File: config.mk
export PLATFORM = sky130hd
export DESIGN_NAME = sram_burst_master
export DESIGN_NICKNAME = d
export VERILOG_FILES = /design/src/rtl/sram_burst_master.sv
export SDC_FILE = /design/constraint.sdc
export NUM_CORES = 1
export LEC_CHECK = 0
export ABC_AREA = 1
export CAP_MARGIN = 20
export CORE_MARGIN = 2
export CORE_UTILIZATION = 30
export DETAILED_ROUTE_END_ITERATION = 10
export DONT_BUFFER_PORTS = 1
export GPL_TIMING_DRIVEN = 0
export HOLD_SLACK_MARGIN = 0.03
export SYNTH_ARGS = -nofsm -noshare
export SYNTH_HDL_FRONTEND = slang
export SYNTH_SLANG_ARGS = --single-unit
export TNS_END_PERCENT = 100
File: constraint.sdc
create_clock -name clk -period 2.96 [get_ports clk]
set_input_delay 0.592 -clock clk [delete_from_list [all_inputs] [get_ports clk]]
set_output_delay 0.592 -clock clk [all_outputs]
set_load 0.005 [all_outputs]
File: src/rtl/sram_burst_master.sv
// Burst initiator for a single-port byte-enabled SRAM with combinational read data.
// Write beats stream straight to the SRAM; read beats land in a 2-entry credit-managed buffer.
module sram_burst_master #(
  parameter int DATAWIDTH = 32,
  parameter int ADDRWIDTH = 10,
  parameter int LENWIDTH  = 8
) (
  input  logic                 clk,
  input  logic                 rst,
  input  logic                 cmd_valid,
  output logic                 cmd_ready,
  input  logic                 cmd_write,
  input  logic [ADDRWIDTH-1:0] cmd_addr,
  input  logic [LENWIDTH-1:0]  cmd_len,
  input  logic [3:0]           cmd_be,
  input  logic                 wr_valid,
  output logic                 wr_ready,
  input  logic [DATAWIDTH-1:0] wr_data,
  output logic                 rd_valid,
  input  logic                 rd_ready,
  output logic [DATAWIDTH-1:0] rd_data,
  output logic                 rd_last,
  output logic                 busy,
  output logic                 sram_cs,
  output logic [3:0]           sram_we,
  output logic [ADDRWIDTH-1:0] sram_addr,
  output logic [DATAWIDTH-1:0] sram_wdata,
  input  logic [DATAWIDTH-1:0] sram_rdata
);

  typedef enum logic [1:0] {IDLE, WRITE, READ} state_t;

  state_t               state, state_nxt;
  logic [ADDRWIDTH-1:0] cur_addr;
  logic [LENWIDTH-1:0]  remain;
  logic [3:0]           be_r;
  logic [1:0]           credits;
  logic                 cap_pend, cap_last;
  logic [DATAWIDTH-1:0] buf_data [2];
  logic                 buf_last [2];
  logic                 wptr, rptr;
  logic [1:0]           count;

  logic cmd_fire, wr_fire, pop, rd_issue, beat, last_beat;

  assign cmd_fire  = cmd_valid & cmd_ready;
  assign wr_fire   = wr_valid & wr_ready;
  assign pop       = rd_valid & rd_ready;
  // A pop on this edge frees a slot that the same edge may already reuse.
  assign rd_issue  = (state == READ) && ((credits != 2'd0) || pop);
  assign beat      = wr_fire | rd_issue;
  assign last_beat = beat && (remain == '0);

  always_ff @(posedge clk or posedge rst) begin
    if (rst) state <= IDLE;
    else     state <= state_nxt;
  end

  always_comb begin
    state_nxt = state;
    cmd_ready = 1'b0;
    wr_ready  = 1'b0;
    case (state)
      IDLE: begin
        cmd_ready = 1'b1;
        if (cmd_valid) state_nxt = cmd_write ? WRITE : READ;
      end
      WRITE: begin
        wr_ready = 1'b1;
        if (last_beat) state_nxt = IDLE;
      end
      READ: begin
        if (last_beat) state_nxt = IDLE;
      end
      default: state_nxt = IDLE;
    endcase
  end

  always_ff @(posedge clk or posedge rst) begin
    if (rst) begin
      cur_addr   <= '0;
      remain     <= '0;
      be_r       <= '0;
      credits    <= 2'd2;
      cap_pend   <= 1'b0;
      cap_last   <= 1'b0;
      sram_cs    <= 1'b0;
      sram_we    <= '0;
      sram_addr  <= '0;
      sram_wdata <= '0;
    end else begin
      if (cmd_fire) begin
        cur_addr <= cmd_addr;
        remain   <= cmd_len;
        be_r     <= cmd_be;
      end else if (beat) begin
        cur_addr <= cur_addr + 1'b1;
        if (remain != '0) remain <= remain - 1'b1;
      end
      credits  <= credits + {1'b0, pop} - {1'b0, rd_issue};
      cap_pend <= rd_issue;
      if (rd_issue) cap_last <= (remain == '0);
      // Zero byte enables still consume write beats but never select the SRAM.
      sram_cs <= (wr_fire && (be_r != 4'd0)) || rd_issue;
      sram_we <= wr_fire ? be_r : 4'd0;
      if (beat)    sram_addr  <= cur_addr;
      if (wr_fire) sram_wdata <= wr_data;
    end
  end

  always_ff @(posedge clk or posedge rst) begin
    if (rst) begin
      wptr  <= 1'b0;
      rptr  <= 1'b0;
      count <= 2'd0;
    end else begin
      if (cap_pend) wptr <= ~wptr;
      if (pop)      rptr <= ~rptr;
      count <= count + {1'b0, cap_pend} - {1'b0, pop};
    end
  end

  always_ff @(posedge clk) begin
    if (cap_pend) begin
      buf_data[wptr] <= sram_rdata;
      buf_last[wptr] <= cap_last;
    end
  end

  assign rd_valid = (count != 2'd0);
  assign rd_data  = rd_valid ? buf_data[rptr] : '0;
  assign rd_last  = rd_valid & buf_last[rptr];
  assign busy     = (state != IDLE) || rd_valid;

endmodule

=== Yosys cells after proc, flatten, opt, wreduce, memory -nomap -nowiden ===
Memory sizes are Yosys's and may differ from the RTL's.
Cells that the tools add are included.

* Register bits: 79
* Input bits: 92
* Output and inout bits: 84
* Memory bits (writable): 66
* Memories: 2
* Word-level logic and storage cells: 66

{| class="wikitable"
|+ Memory list
! memory !! depth !! width !! rd ports !! clocked after Yosys merged registers in !! wr ports !! line !! text
|-
| buf_data || 2 || 32 || 1 || 0 || 1 || 39 || <nowiki>logic [DATAWIDTH-1:0] buf_data [2];</nowiki>
|-
| buf_last || 2 || 1 || 1 || 0 || 1 || 40 || <nowiki>logic buf_last [2];</nowiki>
|}

* Eq/ne operators: 4
* Reductions and logical operators: 18
* Bitwise operators: 7
* Muxes and demuxes: 15
* Add/subtract/negate cells: 6

{| class="wikitable"
|+ Operators with widths
! cell !! count
|-
| 32-bit 2-to-1 mux || 1
|-
| 8-bit 2-to-1 mux || 3
|-
| 10-bit 2-to-1 mux || 2
|-
| 10-bit by 1-bit adder with 10-bit output, second input constant || 1
|-
| 2-bit nonzero test || 5
|-
| 8-bit zero test || 1
|-
| 8-bit nonzero test || 1
|-
| 8-bit by 1-bit subtractor with 8-bit output, second input constant || 1
|-
| 2-bit 2-to-1 mux || 3
|-
| 2-bit by 1-bit adder with 2-bit output || 2
|-
| 1-bit bitwise AND || 4
|-
| 1-bit 2-to-1 mux || 4
|-
| 4-bit 2-to-1 mux || 1
|-
| 2-bit case mux with 2 select lines || 1
|-
| 2-bit AND reduction || 2
|-
| 4-bit nonzero test || 1
|-
| 2-bit by 1-bit subtractor with 2-bit output || 2
|-
| 1-bit logical AND || 3
|-
| 1-bit logical OR || 3
|-
| 2-bit by 1-bit equality test with 1-bit output, second input constant || 1
|-
| 2-bit equality test, second input constant || 1
|-
| 2-bit zero test || 1
|-
| 2-bit by 1-bit inequality test with 1-bit output, second input constant || 1
|-
| 2-bit inequality test, second input constant || 1
|-
| 3 further kinds || 4
|}

=== Longest topological paths before layout ===
Gate-level depths: netlist (run 1).

* Depth after elaboration: 8
* Mapped depth: 11
* Mapped depth without buffers: 11

=== Least setup slack after synthesis (run 1) ===
OpenSTA, ideal clock, no wires.

* Path type: reg2reg
* Start: register cap_pend
* End: memory buf_data[0][0] (enable)
* Cell stages (with the launch flop): 3
* Library setup time: 0.424 ns
* Arrival: 1.829 ns
* Path buffers: 0
* Data required time: 2.536 ns
* Clock period less this slack: 2.253 ns
* Slack: 0.707 ns
* Path through: dfrtp_1 inv_1 nor2_1

* Longest elaborated chain between the ends: 2

{| class="wikitable"
|+ RTL lines
! element !! line !! text
|-
| start: declaration || 38 || <nowiki>logic cap_pend, cap_last;</nowiki>
|-
| start signal: assignment || 101 || <nowiki>cap_pend <= rd_issue;</nowiki>
|-
| 1-bit 2-to-1 mux || 124 || <nowiki>if (cap_pend) begin</nowiki>
|-
| 1-bit 2-to-1 mux (not written as such) || 125 || <nowiki>buf_data[wptr] <= sram_rdata;</nowiki>
|-
| end: declaration || 39 ||
|}

No other way between the ends.

=== Worst setup path in the final report (run 1) ===
* Start: register rptr
* End: output rd_data[29]

* Longest elaborated chain between the ends: 2

{| class="wikitable"
|+ RTL lines
! element !! line !! text
|-
| start: declaration || 41 || <nowiki>logic wptr, rptr;</nowiki>
|-
| start signal: assignment || 118 || <nowiki>if (pop) rptr <= ~rptr;</nowiki>
|-
| memory 2 x 32 bit || - ||
|-
| 32-bit 2-to-1 mux || 131 || <nowiki>assign rd_data = rd_valid ? buf_data[rptr] : '0;</nowiki>
|-
| end: declaration || 21 || <nowiki>output logic [DATAWIDTH-1:0] rd_data,</nowiki>
|}

No other way between the ends.

==> results of run 1 <==
-- layout by cell type, fill, tap and decap left out, types with 2 or more instances in the layout --
cell type and count:
clkbuf_1 15, xnor2_1 4, dfrtp_1 78, o21ai_1 5, nand3_1 22, buf_16 2, buf_2 8, nand2_1 256
nor2_1 26, clkbuf_16 17, ha_1 9, o21ai_2 7, inv_1 37, clkinv_4 4, clkinv_1 2, inv_6 2
xor2_1 5, buf_6 2, bufinv_16 4, clkinvlp_4 2, nand2_4 2, a21oi_1 42, nand4_1 3, inv_2 2
o21ai_0 11, nand2_2 3, edfxtp_1 66
-- worst min path at each step --
stage,end,slack [ps],start
after floorplan,buf_last[0],440,cap_last
after global placement,remain[1],480,remain[1]
after detailed placement,sram_wdata[8],460,rst
after CTS,buf_data[0][0],250,sram_rdata[0]
after global routing,buf_data[1][30],240,sram_rdata[30]
final,buf_data[0][26],270,sram_rdata[26]
-- per-layer routing --
layer	wire length (microns)	GRT usage	up-vias
met3	1530	0.0675	15
li1	-	-	2030
met4	190	0.0505	0
met2	6060	0.204	163
met5	0	0	-
met1	6110	0.172	1891
-- synth_stat cells --
| cell type | count | area (sq um) |
|---|---|---|
| a21oi_1 | 42 | 210 |
| mux2i_1 | 1 | 10.0 |
| o21ai_0 | 11 | 55.1 |
| nand3_2 | 1 | 10.0 |
| nand4_1 | 3 | 18.8 |
| nand3_1 | 22 | 110 |
| nor2_2 | 1 | 6.26 |
| nand3b_1 | 1 | 7.51 |
| nand2_2 | 3 | 18.8 |
| edfxtp_1 | 66 | 1980 |
| xor2_1 | 5 | 43.8 |
| o211ai_2 | 1 | 12.5 |
| nand2_4 | 2 | 22.5 |
| o211ai_1 | 1 | 7.51 |
| o21ai_4 | 1 | 16.3 |
| ha_1 | 9 | 113 |
| dfrtp_1 | 78 | 1950 |
| buf_6 | 2 | 22.5 |
| nor2_1 | 27 | 101 |
| o21ai_2 | 7 | 61.3 |
| nor4_1 | 1 | 6.26 |
| buf_2 | 8 | 40.0 |
| xnor2_1 | 4 | 35.0 |
| nand2_1 | 256 | 961 |
| clkinv_1 | 1 | 3.75 |
| or2_2 | 1 | 6.26 |
| o21ai_1 | 5 | 25.0 |
| dfstp_2 | 1 | 26.3 |
| inv_1 | 38 | 143 |
| clkbuf_1 | 15 | 56.3 |
| inv_2 | 2 | 7.51 |
-- registers in the layout, summed over array words and instances (netlist names), 4 cells and up --
register and count:
sram_addr 10, sram_we 4, cur_addr 10, sram_wdata 32
remain 8, buf_data 64, be_r 4
-- logic make-up (layout without fill, tap and decap cells) --
kind of cell | Yosys count | in the layout | share of synthesized area
and+or+nand+nor | 318 | 318 | 0.208
muxes | 1 | 1 | 0.00164
xor gates and xnor gates | 9 | 9 | 0.0129
AOI/OAI and AO/OA | 68 | 68 | 0.0637
adders and majority gates | 9 | 9 | 0.0185
buffers and inverters | 66 | 102 | 0.0448
DFF | 145 | 145 | 0.650
-- per-stage QoR --
step                      cells  TNS (ps)  worst slack (ps)  hold slack, ps
after CTS                   922         0               254             250
final                       922         0               366             273
after global placement      886    -57660              -667             476
after detailed placement    889         0               697             464
after floorplan             616         0               346             442
after global routing        922         0               133             241
-- power by group through the flow --
stage               Clock [W]  Sequential, W  Combinational [W]
floorplan                   0        0.00315            0.00182
global placement            0        0.00327            0.00234
detailed placement          0        0.00325            0.00246
CTS                   0.00236        0.00323            0.00246
global route          0.00246        0.00331            0.00278
finish                0.00229        0.00323            0.00239
-- cell type report --
type | instances | area (sq um) | area share
sequential | 145 | 3960 | 0.553
multi-input combinational | 405 | 1870 | 0.261
clock buffer | 17 | 425 | 0.0594
tap | 270 | 338 | 0.0472
clock inverter | 15 | 208 | 0.0290
inverter | 41 | 156 | 0.0219
buffer | 25 | 119 | 0.0166
timing repair buffer | 4 | 85.1 | 0.0119
-- critical path: cells and delay by family (launching register included) --
family,cells,cell delay (ps)
compound gates,1,310
buf+inv,3,820
flops,1,360
simple gates,1,100
==> flow_summary.ini, run 1 <==
[place]
hpwlAfterDp_mm = 9.87
place_congestion = 0.796
numPortBuffers = 0
placed_cell_area_sq_um = 6510

[power]
peakVddDrop_v = 0.000438
power.density_nw_per_um2 = 1110
p_switching_w = 0.00288
p_leak_nw = 3.15
power.share.combinational = 0.302
finalPower_w = 0.00791
clkPwrFrac = 0.290
sw_frac_of_total = 0.364
p_int_w = 0.00503
pwr-share-seq = 0.408

[setup_path]
cp_slowest_cell = clkbuf_1
r2r_end = cur_addr[0]
r2r_slack_ps = 1040
critical-path-max-stage-delay_ps = 460
r2r_start = state[1]
cp-start-kind = flip-flop
worst_setup_path_end_kind = primary output
required_ps = 2370
reg2reg_depth = 9
critPathMaxFanout = 10
crit_top_cell = clkbuf_1
startpoint = rptr
critPathCapture = rd_data[29]
crit_chain = clkbuf_1, clkinv_1, clkbuf_1, nand2_1, a21oi_1
cp.arrival_ps = 2000
critical_path_class = reg -> out

[synth]
netlist_instances = 616
syn-num-nets = 717
syn_avg_cell_area_sq_um = 9.89
synth_area_sq_um = 6090
synth_seq_cells = 145
yosysWarnings = 0
yosysSeqAreaShare = 0.650
synth_cell_type_count = 31

[global_routing]
grt_pass1_vias = 4118
grt_max_degree = 57
gr-total-overflow = 0
antenna_found_initial = 0
grt_usage = 0.137
grt_pass1_wl_mm = 22.6

[detailed_routing]
drt_first_iter_violations = 167
drt_wl_total_mm = 13.9
vias_per_cell = 4.45
drtPass1Iterations = 4
antenna_left = 0
wl_per_cell_microns = 15.1
num_vias = 4099
drc = 0

[clock_tree]
cts_root_buffer = clkbuf_16
numCtsBuffers = 17
cts.sinks = 145
holdBufCountCts = 1
tritoncts = yes
clk_latency_ps = 420
postCtsSetupBuffers = 0
clk_path_buf_depth = 2
cts-resized-gates = 0
clk_pin_slew_ps = 60
htree_levels = 4

[timing]
relSlewSlack = 0.568
worst_pin_slew_ps = 647
hold_violations = 0
clock_skew_ps = 9.05
slew_violations = 0
period_needed_ps = 2590
rsz0062_at_grt = false
finalCritPeriodShare = 0.876
setup_viol = 0
maxClockFrequency_ghz = 0.385

[die]
die_w_microns = 146
die_area_sq_um = 21500
rows = 52
die_h_microns = 146
initial_core_util = 0.303
io_pins = 176
coreArea_sq_um = 20100

[final_layout]
final_util = 0.356
design_area_sq_um = 7160
fin_nets = 740
nFillCells = 2008
area_growth_syn_to_layout_pct = 17.5
antennaDiodeCount = 0
layout-drive-gt1-share = 0.101

[outcome]
status = finished clean

[hold_path]
min_path_cells = 0
hp-class = in -> reg

[job]
drv_cap = 0
(Power assumes the default switching activity.)
==> inputs of run 2 (changes only) <==
--- a/config.mk
+++ b/config.mk
@@ -7,7 +7,6 @@
 export LEC_CHECK = 0
 export ABC_AREA = 1
 export CAP_MARGIN = 20
-export CORE_MARGIN = 2
 export CORE_UTILIZATION = 30
 export DETAILED_ROUTE_END_ITERATION = 10
 export DONT_BUFFER_PORTS = 1
@@ -16,4 +15,4 @@
 export SYNTH_ARGS = -nofsm -noshare
 export SYNTH_HDL_FRONTEND = slang
 export SYNTH_SLANG_ARGS = --single-unit
-export TNS_END_PERCENT = 100
+export TNS_END_PERCENT = 1
==> run 2 against run 1 <==
Global-route usage fell by 0.079 points. Design area down 1.3%. Final cell count down 0.54%. Total power shrank 3.9%. Routed wire length is 0.16% lower. Utilization rose by 0.33 points. Worst hold slack better by 0.84 ps. Clock power decreased by 13%. Critical endpoint is now busy.
==> flow_summary.ini, run 2 (synthesized netlist as in run 1, its figures left out) <==
[detailed_routing]
vias_per_cell = 4.45
drtPass1Iterations = 6
drc = 0
num_vias = 4078
antenna_left = 0
drt_first_iter_violations = 175
wl_per_cell_microns = 15.1
drt_wl_total_mm = 13.9

[clock_tree]
holdBufCountCts = 1
cts_root_buffer = clkbuf_16
htree_levels = 4
clk_path_buf_depth = 2
clk_latency_ps = 410
cts.sinks = 145
postCtsSetupBuffers = 0
cts-resized-gates = 0
clk_pin_slew_ps = 60
tritoncts = yes
numCtsBuffers = 17

[final_layout]
reg_top3 = buf_data x64, sram_wdata x32
area_growth_syn_to_layout_pct = 15.9
regMostFlops = buf_data
fin_nets = 740
largest_reg_flops = 64
layout-drive-gt1-share = 0.0982
final_cells = 917
layout_commonest_cell = nand2_1
design_area_sq_um = 7060
final_cell_mix = nand2_1 (256), dfrtp_1 (78), edfxtp_1 (66)
antennaDiodeCount = 0

[global_routing]
gr-usage-met3 = 0.0672
grt.met2_usage = 0.210
grt_pass1_vias = 3977
gr-total-overflow = 0
grt_use_met1 = 0.163
grt_usage = 0.136
grt_busiest_layer = met2
grt_max_degree = 58
grt_pass1_wl_mm = 21.2
antenna_found_initial = 0

[power]
clkPwrFrac = 0.263
p_leak_nw = 3.11
power.share.combinational = 0.312
pwr-share-seq = 0.425
power.density_nw_per_um2 = 1080
p_int_w = 0.00476
peakVddDrop_v = 0.000417
sw_frac_of_total = 0.374
p_switching_w = 0.00284

[timing]
relSlewSlack = 0.595
rsz0062_at_grt = false
finalCritPeriodShare = 0.881
setup_viol = 0
clock_skew_ps = 9.56
worst_pin_slew_ps = 606
hold_violations = 0
maxClockFrequency_ghz = 0.384
period_needed_ps = 2610
slew_violations = 0

[die]
die_w_microns = 144
rows = 51
coreArea_sq_um = 19700
die_area_sq_um = 20900
io_pins = 176
die_h_microns = 144
initial_core_util = 0.310

[setup_path]
required_ps = 2370
r2r_start = state[1]
cp_top_family = simple AND/OR/NAND/NOR gates
worst_setup_path_end_kind = primary output
critical_path_class = reg -> out
r2r_slack_ps = 1040
reg2reg_depth = 6
cp_slowest_cell = clkbuf_1
cp.arrival_ps = 2010
crit_buf_inv = 1
crit_chain = nor2_1, clkbuf_1, nand2_1
critPathMaxFanout = 10
cp-start-kind = flip-flop
r2r_end = be_r[3]
critical-path-max-stage-delay_ps = 490

[hold_path]
hp-class = in -> reg
min_path_cells = 0
hp-start = sram_rdata[9]
holdPathEnd = buf_data[0][9]

[place]
dp_cells = 884
placed_cell_area_sq_um = 6510
hpwlAfterDp_mm = 9.87
place_congestion = 0.776
numPortBuffers = 0

[outcome]
status = finished clean

[job]
drv_cap = 0
==> run 2: cell count changes in the layout (fill, tap and decap cells not counted) <==
cell,before,now
bufinv_16,4,1
clkinv_2,1,4
clkinv_1,2,3
inv_8,1,0
clkbuf_1,15,16
clkinv_4,4,1
clkinvlp_4,2,3
inv_6,2,3
==> run 2: through the flow <==
| step | TNS, ps | hold slack, ps | utilization | worst slack, ps | total power [W] |
|---|---|---|---|---|---|
| finish | 0 | 274 | 0.359 | 354 | 0.00760 |
| global route | 0 | 247 | 0.359 | 171 | 0.00823 |
| CTS | 0 | 250 | 0.359 | 280 | 0.00772 |
| detailed placement | 0 | 463 | 0.331 | 713 | 0.00569 |
| global placement | -61280 | 476 | 0.327 | -723 | 0.00559 |
| floorplan | 0 | 442 | - | 346 | 0.00497 |
==> run 2: per-layer routing <==
metal,up-vias,share of wire
met5,-,0
met4,0,0.011
met3,12,0.12
met2,156,0.45
met1,1879,0.42
li1,2031,-
==> run 2: worst max path at each step <==
stage / slack (ps) / cells past startpoint / start / end
after floorplan: 350 / 1 / rst / be_r[0]
after global placement: -720 / 1 / rst / sram_wdata[16]
after detailed placement: 710 / 3 / count[1] / busy
after CTS: 280 / 3 / count[1] / busy
after global routing: 170 / 3 / count[1] / busy
final: 350 / 3 / count[1] / busy
==> run 2: layout make-up <==
type	count	area (sq um)
multi-input combinational	405	1870
tap	265	332
timing repair buffer	4	85.1
inverter	41	156
sequential	145	3960
clock buffer	18	429
fill	1978	12600
clock inverter	14	115
buffer	25	119
==> run 2: power groups by stage <==
stage | Sequential (W) | Combinational, W | Clock, W
global route | 0.00331 | 0.00279 | 0.00213
CTS | 0.00323 | 0.00243 | 0.00205
global placement | 0.00327 | 0.00233 | 0
finish | 0.00323 | 0.00237 | 0.00200
floorplan | 0.00315 | 0.00182 | 0
detailed placement | 0.00325 | 0.00244 | 0
